File: config.mk
export PLATFORM = sky130hd
export DESIGN_NAME = acorn128_ad_enc_final
export DESIGN_NICKNAME = d
export VERILOG_FILES = /design/src/rtl/acorn128_pkg.sv /design/src/rtl/acorn128_step.sv /design/src/rtl/acorn128_ad_enc_final.sv
export SDC_FILE = /design/constraint.sdc
export NUM_CORES = 2
export LEC_CHECK = 0
export CAP_MARGIN = 5
export CORE_AREA = 2 2 429 431
export CTS_CLUSTER_DIAMETER = 60
export DETAILED_ROUTE_END_ITERATION = 8
export DIE_AREA = 0 0 431 433
export GPL_TIMING_DRIVEN = 0
export SYNTH_ARGS = -nofsm -noshare
export SYNTH_HDL_FRONTEND = slang
export SYNTH_SLANG_ARGS = --single-unit
File: constraint.sdc
create_clock -name clk -period 70.7 [get_ports clk]
set_input_delay 10.605 -clock clk [delete_from_list [all_inputs] [get_ports clk]]
set_output_delay 10.605 -clock clk [all_outputs]
set_load 0.1 [all_outputs]
File: src/rtl/acorn128_pkg.sv
// acorn128_pkg: shared constants, phase encoding and boolean helpers for the ACORN-128 datapath
package acorn128_pkg;
  localparam int STATE_W = 293;
  localparam int AD_BITS = 128;
  localparam int TEXT_BITS = 128;
  localparam int PAD_STEPS = 256;
  localparam int FINAL_STEPS = 768;
  localparam int TAG_BITS = 128;
  localparam logic [10:0] AD_LAST = 11'(AD_BITS - 1);
  localparam logic [10:0] TEXT_LAST = 11'(TEXT_BITS - 1);
  localparam logic [10:0] PAD_LAST = 11'(PAD_STEPS - 1);
  localparam logic [10:0] FINAL_LAST = 11'(FINAL_STEPS - 1);
  localparam logic [10:0] TAG_FIRST = 11'(FINAL_STEPS - TAG_BITS);
  localparam logic [10:0] CA_STEPS = 11'd128;
  typedef enum logic [2:0] {IDLE, AD, AD_PAD, TEXT, TEXT_PAD, FINAL} phase_t;
  function automatic logic maj(input logic x, input logic y, input logic z);
    return (x & y) ^ (x & z) ^ (y & z);
  endfunction
  function automatic logic ch(input logic x, input logic y, input logic z);
    return (x & y) ^ (~x & z);
  endfunction
endpackage

File: src/rtl/acorn128_step.sv
// acorn128_step: one combinational ACORN-128 state-update step with keystream bit
module acorn128_step
  import acorn128_pkg::*;
(
  input  logic [STATE_W-1:0] state,
  input  logic               m,
  input  logic               ca,
  input  logic               cb,
  output logic [STATE_W-1:0] next_state,
  output logic               ks
);
  logic [STATE_W-1:0] t;
  logic f;
  always_comb begin
    t = state;
    t[289] = t[289] ^ t[235] ^ t[230];
    t[230] = t[230] ^ t[196] ^ t[193];
    t[193] = t[193] ^ t[160] ^ t[154];
    t[154] = t[154] ^ t[111] ^ t[107];
    t[107] = t[107] ^ t[66] ^ t[61];
    t[61] = t[61] ^ t[23] ^ t[0];
  end
  // ks never depends on m, so a decrypt-side m = c ^ ks forms no combinational loop
  assign ks = t[12] ^ t[154] ^ maj(t[235], t[61], t[193]) ^ ch(t[230], t[111], t[66]);
  assign f = t[0] ^ ~t[107] ^ maj(t[244], t[23], t[160]) ^ (ca & t[196]) ^ (cb & ks) ^ m;
  assign next_state = {f, t[STATE_W-1:1]};
endmodule

File: src/rtl/acorn128_ad_enc_final.sv
// acorn128_ad_enc_final: AD absorption, one-block encrypt/decrypt and tag finalization,
// one ACORN step per clock after an accepted start.
module acorn128_ad_enc_final
  import acorn128_pkg::*;
(
  input  logic               clk,
  input  logic               rst,
  input  logic               start_in,
  input  logic               encrypt_in,
  input  logic [STATE_W-1:0] state_in,
  input  logic [AD_BITS-1:0] ad_in,
  input  logic [TEXT_BITS-1:0] text_in,
  output logic [TEXT_BITS-1:0] text_out,
  output logic [TAG_BITS-1:0] tag_out,
  output logic [STATE_W-1:0] state_out,
  output logic               busy_out,
  output logic               done_out
);
  phase_t phase, phase_nx;
  logic [10:0] cnt;
  logic [AD_BITS-1:0] ad_r;
  logic [TEXT_BITS-1:0] txt_r;
  logic enc_r, m, ca, cb, ks, last;
  logic [6:0] bi;
  logic [STATE_W-1:0] nxt;
  assign bi = cnt[6:0];
  acorn128_step u_step (.state(state_out), .m(m), .ca(ca), .cb(cb), .next_state(nxt), .ks(ks));
  always_ff @(posedge clk or posedge rst)
    if (rst) phase <= IDLE;
    else phase <= phase_nx;
  always_comb begin
    phase_nx = phase;
    m = 1'b0;
    ca = 1'b0;
    cb = 1'b0;
    last = 1'b0;
    case (phase)
      IDLE: phase_nx = start_in ? AD : IDLE;
      AD: begin
        m = ad_r[bi];
        ca = 1'b1;
        cb = 1'b1;
        last = cnt == AD_LAST;
        phase_nx = last ? AD_PAD : AD;
      end
      AD_PAD: begin
        m = cnt == 11'd0;
        ca = cnt < CA_STEPS;
        cb = 1'b1;
        last = cnt == PAD_LAST;
        phase_nx = last ? TEXT : AD_PAD;
      end
      TEXT: begin
        m = enc_r ? txt_r[bi] : txt_r[bi] ^ ks;
        ca = 1'b1;
        last = cnt == TEXT_LAST;
        phase_nx = last ? TEXT_PAD : TEXT;
      end
      TEXT_PAD: begin
        m = cnt == 11'd0;
        ca = cnt < CA_STEPS;
        last = cnt == PAD_LAST;
        phase_nx = last ? FINAL : TEXT_PAD;
      end
      FINAL: begin
        ca = 1'b1;
        cb = 1'b1;
        last = cnt == FINAL_LAST;
        phase_nx = last ? IDLE : FINAL;
      end
      default: phase_nx = IDLE;
    endcase
  end
  always_ff @(posedge clk or posedge rst) begin
    if (rst) begin
      state_out <= '0;
      ad_r <= '0;
      txt_r <= '0;
      enc_r <= 1'b0;
      cnt <= '0;
      text_out <= '0;
      tag_out <= '0;
      busy_out <= 1'b0;
      done_out <= 1'b0;
    end else if (phase == IDLE) begin
      if (start_in) begin
        state_out <= state_in;
        ad_r <= ad_in;
        txt_r <= text_in;
        enc_r <= encrypt_in;
        cnt <= '0;
        text_out <= '0;
        tag_out <= '0;
        busy_out <= 1'b1;
        done_out <= 1'b0;
      end
    end else begin
      state_out <= nxt;
      cnt <= last ? 11'd0 : cnt + 11'd1;
      if (phase == TEXT) text_out[bi] <= txt_r[bi] ^ ks;
      // TAG_FIRST is a multiple of 128, so the tag bit index is just the low counter bits
      if (phase == FINAL && cnt >= TAG_FIRST) tag_out[bi] <= ks;
      if (phase == FINAL && last) begin
        busy_out <= 1'b0;
        done_out <= 1'b1;
      end
    end
  end
endmodule

# [Word level (Yosys, flattened, before mapping)]
# Cells that the tools add are included.
[word_totals] elab_cells=114 output_inout_bits=551 latch_bits=0 mem_bits_ro=0 mem_count=0 ram_bits=0 inputBits=553 regBits=822
[op_classes] muxes=36 n_shift=0 bitwise_logic=38 addsub=1 n_reduce_logical=16 n_mul=0 eq_ne=9 div=0 order_cmp=4
[ops] op="$mux W128" count=5
[ops] op="$mux W293" count=2
[ops] op="$bwmux W128" count=2
[ops] op="$mux W11" count=3
[ops] op="$xor A1 B1 Y1" count=26
[ops] op="$pmux W3 S6" count=1
[ops] op="$bmux W1 S7" count=2
[ops] op="$mux W1" count=14
[ops] op="$add A11 B1 Y11 const B" count=1
[ops] op="$eq A11 B10 Y1 const B" count=1
[ops] op="$eq A11 B7 Y1 const B" count=1
[ops] op="$eq A11 B8 Y1 const B" count=1
[ops] op="$ge A11 B10 Y1 const B" count=1
[ops] op="$logic_not A11 Y1" count=1
[ops] op="$lt A11 B8 Y1 const B" count=1
[ops] op="$and A1 B1 Y1" count=10
[ops] op="$lt A7 B8 Y1 const B" count=1
[ops] op="$reduce_and A2 Y1" count=4
[ops] op="$demux W1 S7" count=1
[ops] op="$ge A7 B1 Y1 const B" count=1
[ops] op="$eq A3 B2 Y1 const B" count=2
[ops] op="$eq A3 B3 Y1 const B" count=2
[ops] op="$mux W3" count=2
[ops] op="$pmux W1 S3" count=2
[ops] op="other kinds (10)" count=17

# [Logic depth before layout (Yosys ltp)]
[depth] word_depth=12 ltp_mapped=13

# [By module]
# Synthesis repeated with hierarchy kept, for this count alone.
[hier_totals] cells_unflattened=3663 area_unflattened_um2=39208.9
[by_module_without_submodules] module="acorn128_ad_enc_final" cells_per_inst=3351 instances=1 area_per_inst_um2=36785.3 seq_area_each_um2=20569.7
[by_module_without_submodules] module="acorn128_step" cells_per_inst=312 instances=1 area_per_inst_um2=2423.6 seq_area_each_um2=0.0

# [Worst setup path before layout]
# No wires, ideal clock.
[synth_path] path_type="input port to flip-flop" from="input port start_in" to="register ad_r[0]" n_path_buf=4 setup_time_ps=125 slack_ps=58364 arrival_time_ps=12211 cell_stages=6 t_required_ps=70575 cell_sequence="clkbuf_1 -> and2_1 -> clkbuf_1 -> clkbuf_1 -> clkbuf_1 -> mux2_2"
[synth_between] elab_chain_cells=1
[synth_lines] element="start: declaration" line_no="acorn128_ad_enc_final.sv:8" rtl="input logic start_in,"
[synth_lines] element="$reduce_and A2 Y1 (no line)"
[synth_lines] element="end signal: assignment" line_no="acorn128_ad_enc_final.sv:88" rtl="ad_r <= ad_in;"
[synth_lines] element="end: declaration" line_no="acorn128_ad_enc_final.sv:21" rtl="logic [AD_BITS-1:0] ad_r;"
# Every way passes these cells.
# A chain may end at the register's enable or synchronous reset.

# [Worst setup path in the final report]
[layout_path] from="input port start_in" to="register txt_r[111]"
[layout_between] elab_chain_cells=1
[layout_lines] element="$reduce_and A2 Y1 (no line)"
[layout_lines] element="end signal: assignment" line_no="acorn128_ad_enc_final.sv:89" rtl="txt_r <= text_in;"
[layout_lines] element="end: declaration" line_no="acorn128_ad_enc_final.sv:22" rtl="logic [TEXT_BITS-1:0] txt_r;"
# Every way passes these cells.

==> run metrics <==
outcome complete, no violations; Net Count, Synth roughly 4,000; yosys warns 0; H-tree level count 3; CP Launch Point start_in; Gate Count Post-Synth between 3,000 and 4,000; slowest CP cell clkbuf_1; grt ovf 0; Reg clk slew, reported paths around 60 ps; die width 431 um; Rows 157; Post-synth EDFFs 0; vias in the first global route about 33,000; register bit total from synthesis roughly 800; gr usage total 20.7%; max incr delay on CP 940 ps; ANT nets after route 0; Slew Limit Fails 0; Final Non-Filler Cells 7,070; endpoints failing setup 0; DP Cell Count 6,863; Ports 1,104; Post-CTS Setup Inserts 0; LEAKAGE 22.6 nW; # port buffers between 1,000 and 1,500; via count 34,200; Die Area 0.187 sq mm; CP arrival ~14,000 ps; Setup CP Type in -> reg; post-synthesis sequential area ratio 55.3%; later-pin clock latency in the skew report 780 ps; starting density of the core 20.4%; Hold Vio Cnt, Final 0; Pwr per Cell Area about 19 mW/mm^2; Longest Clk Path Bufs 3; Tmin final between 10,000 and 15,000 ps; CTS tree done; first-pass GRT wire length 273,000 um; layout cells sized above 1 roughly an eighth; setup_tns 0 ps; Max Fclk slightly above 70 MHz; Clock Skew 107 ps; initial drt markers approximately 3,500; routability-driven placement congestion ratio between 0.9 and 1; area share of the largest cell type after synthesis 55.3%; TritonCTS buffer count 100; post-CTS sizing 0; Crit path top cell by count clkbuf_1; Crit. End Element flop; critical path peak fanout 10; HPWL Detailed 161,000 um; R2R Setup Slk 65,470 ps; MaxCap Viol Count 0; detailed-route DRC error count 0; Tcrit/Tclk final 19.5%; initial antenna violation count 55; worst min-delay path class reg -> reg; Routed WL per cell 28.4 um; Worst Setup Start Kind input pin; Post-synth top flop dfrtp_1; VDD IR max 0.0220 mV; reg2reg start cnt[0]$_DFFE_PP0P_; leading area contributor after synthesis dfrtp_1; Core Region 0.182 sq mm; relative slew slack roughly 3.5%; DRT Pass-1 Iters 5; RSZ-0062 raised after global routing false; synth top area cells dfrtp_1 55%, o21ai_0 8.7%, mux2i_1 8.2%, mux2_2 8.1%, nand2_1 4.6%; Via density between 4 and 5; hold buffers post-CTS 0; critical-path cell list clkbuf_1 > and2_1 > clkbuf_1 > clkbuf_1 > clkbuf_1 > mux2_2; top cells by count, synth 822 x dfrtp_1, 646 x o21ai_0, 455 x nand2_1; hold_sp state_out[262]$_DFFE_PP0P_; Num Clock Sinks 822; Slew @ Worst Pin 1440 ps; multi-input combinational cell area 0.0155 sq mm; Netlist cell types 53; Routed Wire Length 201,000 um; FILL cells 18,800; largest net degree at the start of global routing approximately 120; Layout Nets 5,137; Root Buffer clkbuf_16; Synth-to-Final Area Change 47.7%; WP data required 71,260 ps; synthesized cell area between 0.03 and 0.04 sq mm; Die Y 433 um; Mean Syn Cell Area approximately 11 sq um; FF/Latch Area 0.0206 sq mm; top-count cell post-synth dfrtp_1; asr flop ratio synth 100%
## placed cells by master, fill, tap and decap left out, types with 7 or more instances in the layout
master	instances
o21ai_0	646
o31ai_1	10
o21ai_1	77
buf_2	12
xor2_1	8
clkbuf_8	20
inv_1	7
nor2_1	47
nand2_1	455
buf_16	8
xnor2_1	12
clkinv_2	12
mux2i_1	306
a211oi_1	8
a221oi_1	14
a21oi_1	134
mux2_2	267
clkbuf_16	100
clkbuf_1	259
buf_1	15
nor2b_1	12
a22oi_1	11
mux4_2	46
nor3_1	7
dfrtp_1	822
buf_6	16
nand2b_1	8
o21ai_2	100
diode_2	31
clkdlybuf4s50_1	1101
nand3_1	17
o211ai_1	9
## power by group
part,internal [mW],switching (mW),leakage [nW]
clock network,0.295,0.225,1.60
logic,0.0350,0.0269,12.4
registers,0.471,0.000285,8.63
total,0.800,0.252,22.6
## metrics by stage
step	instance area (sq um)	util, %	hold WS [ps]	power (mW)	setup slack, ps
floorplan	37200	-	473	0.501	37010
global placement	51200	28.1	484	0.541	25970
detailed placement	51600	28.3	491	0.542	56120
CTS	54900	30.1	499	1.06	56900
global route	55000	30.2	512	1.08	56790
finish	55000	30.2	499	1.05	56880
## kinds of logic (layout without fill, tap and decap cells)
logic type	after synthesis	count (layout)	synth area share [%]
other	0	31	0
and+or+nand+nor	577	577	6.37
adders and majority gates	4	4	0.121
xor gates and xnor gates	21	21	0.531
buffers and inverters	289	1583	3.26
AOI/OAI and AO/OA	1027	1027	15.3
DFF	822	822	55.3
muxes	620	620	19.1
## critical path, delay by kind of cell
kind | cells | cell delay [ps]
buffers and inverters | 4 | 3060
multiplexers | 1 | 400
AND/OR/NAND/NOR | 1 | 250
## path summary, 6_finish.rpt
kind	endpoint	depth (start not counted)
setup / recovery	txt_r[111]$_DFFE_PP0P_	6
hold / removal	state_out[261]$_DFFE_PP0P_	2
setup reg to reg	cnt[7]$_DFFE_PP0P_	9
hold reg to reg	state_out[261]$_DFFE_PP0P_	2
max in group asynchronous	text_out[65]$_DFFE_PP0P_	8
min in group asynchronous	state_out[13]$_DFFE_PP0P_	2
## layer usage
metal / vias up / wire length (um) / global-route usage (%)
met3: 432 / 18900 / 5.71
met4: 10 / 11000 / 10.3
li1: 14400 / - / -
met5: - / 68 / 0
met2: 1818 / 89600 / 31.5
met1: 17500 / 81200 / 26.9
## sequential cells by signal, summed over array words and instances (netlist names)
name,flops
ad_r,128
txt_r,128
phase,3
cnt,11
busy_out,1
state_out,293
text_out,128
tag_out,128
done_out,1
enc_r,1
## area by class of cell
class	instances	area share [%]
Sequential cell	822	37.4
Clock buffer	142	5.20
Buffer	280	2.15
Antenna cell	31	0.141
Clock inverter	32	0.742
Multi-Input combinational cell	2249	28.1
Inverter	9	0.0751
Timing Repair Buffer	1120	20.8
Tap cell	2385	5.43
(Power assumes the default switching activity.)
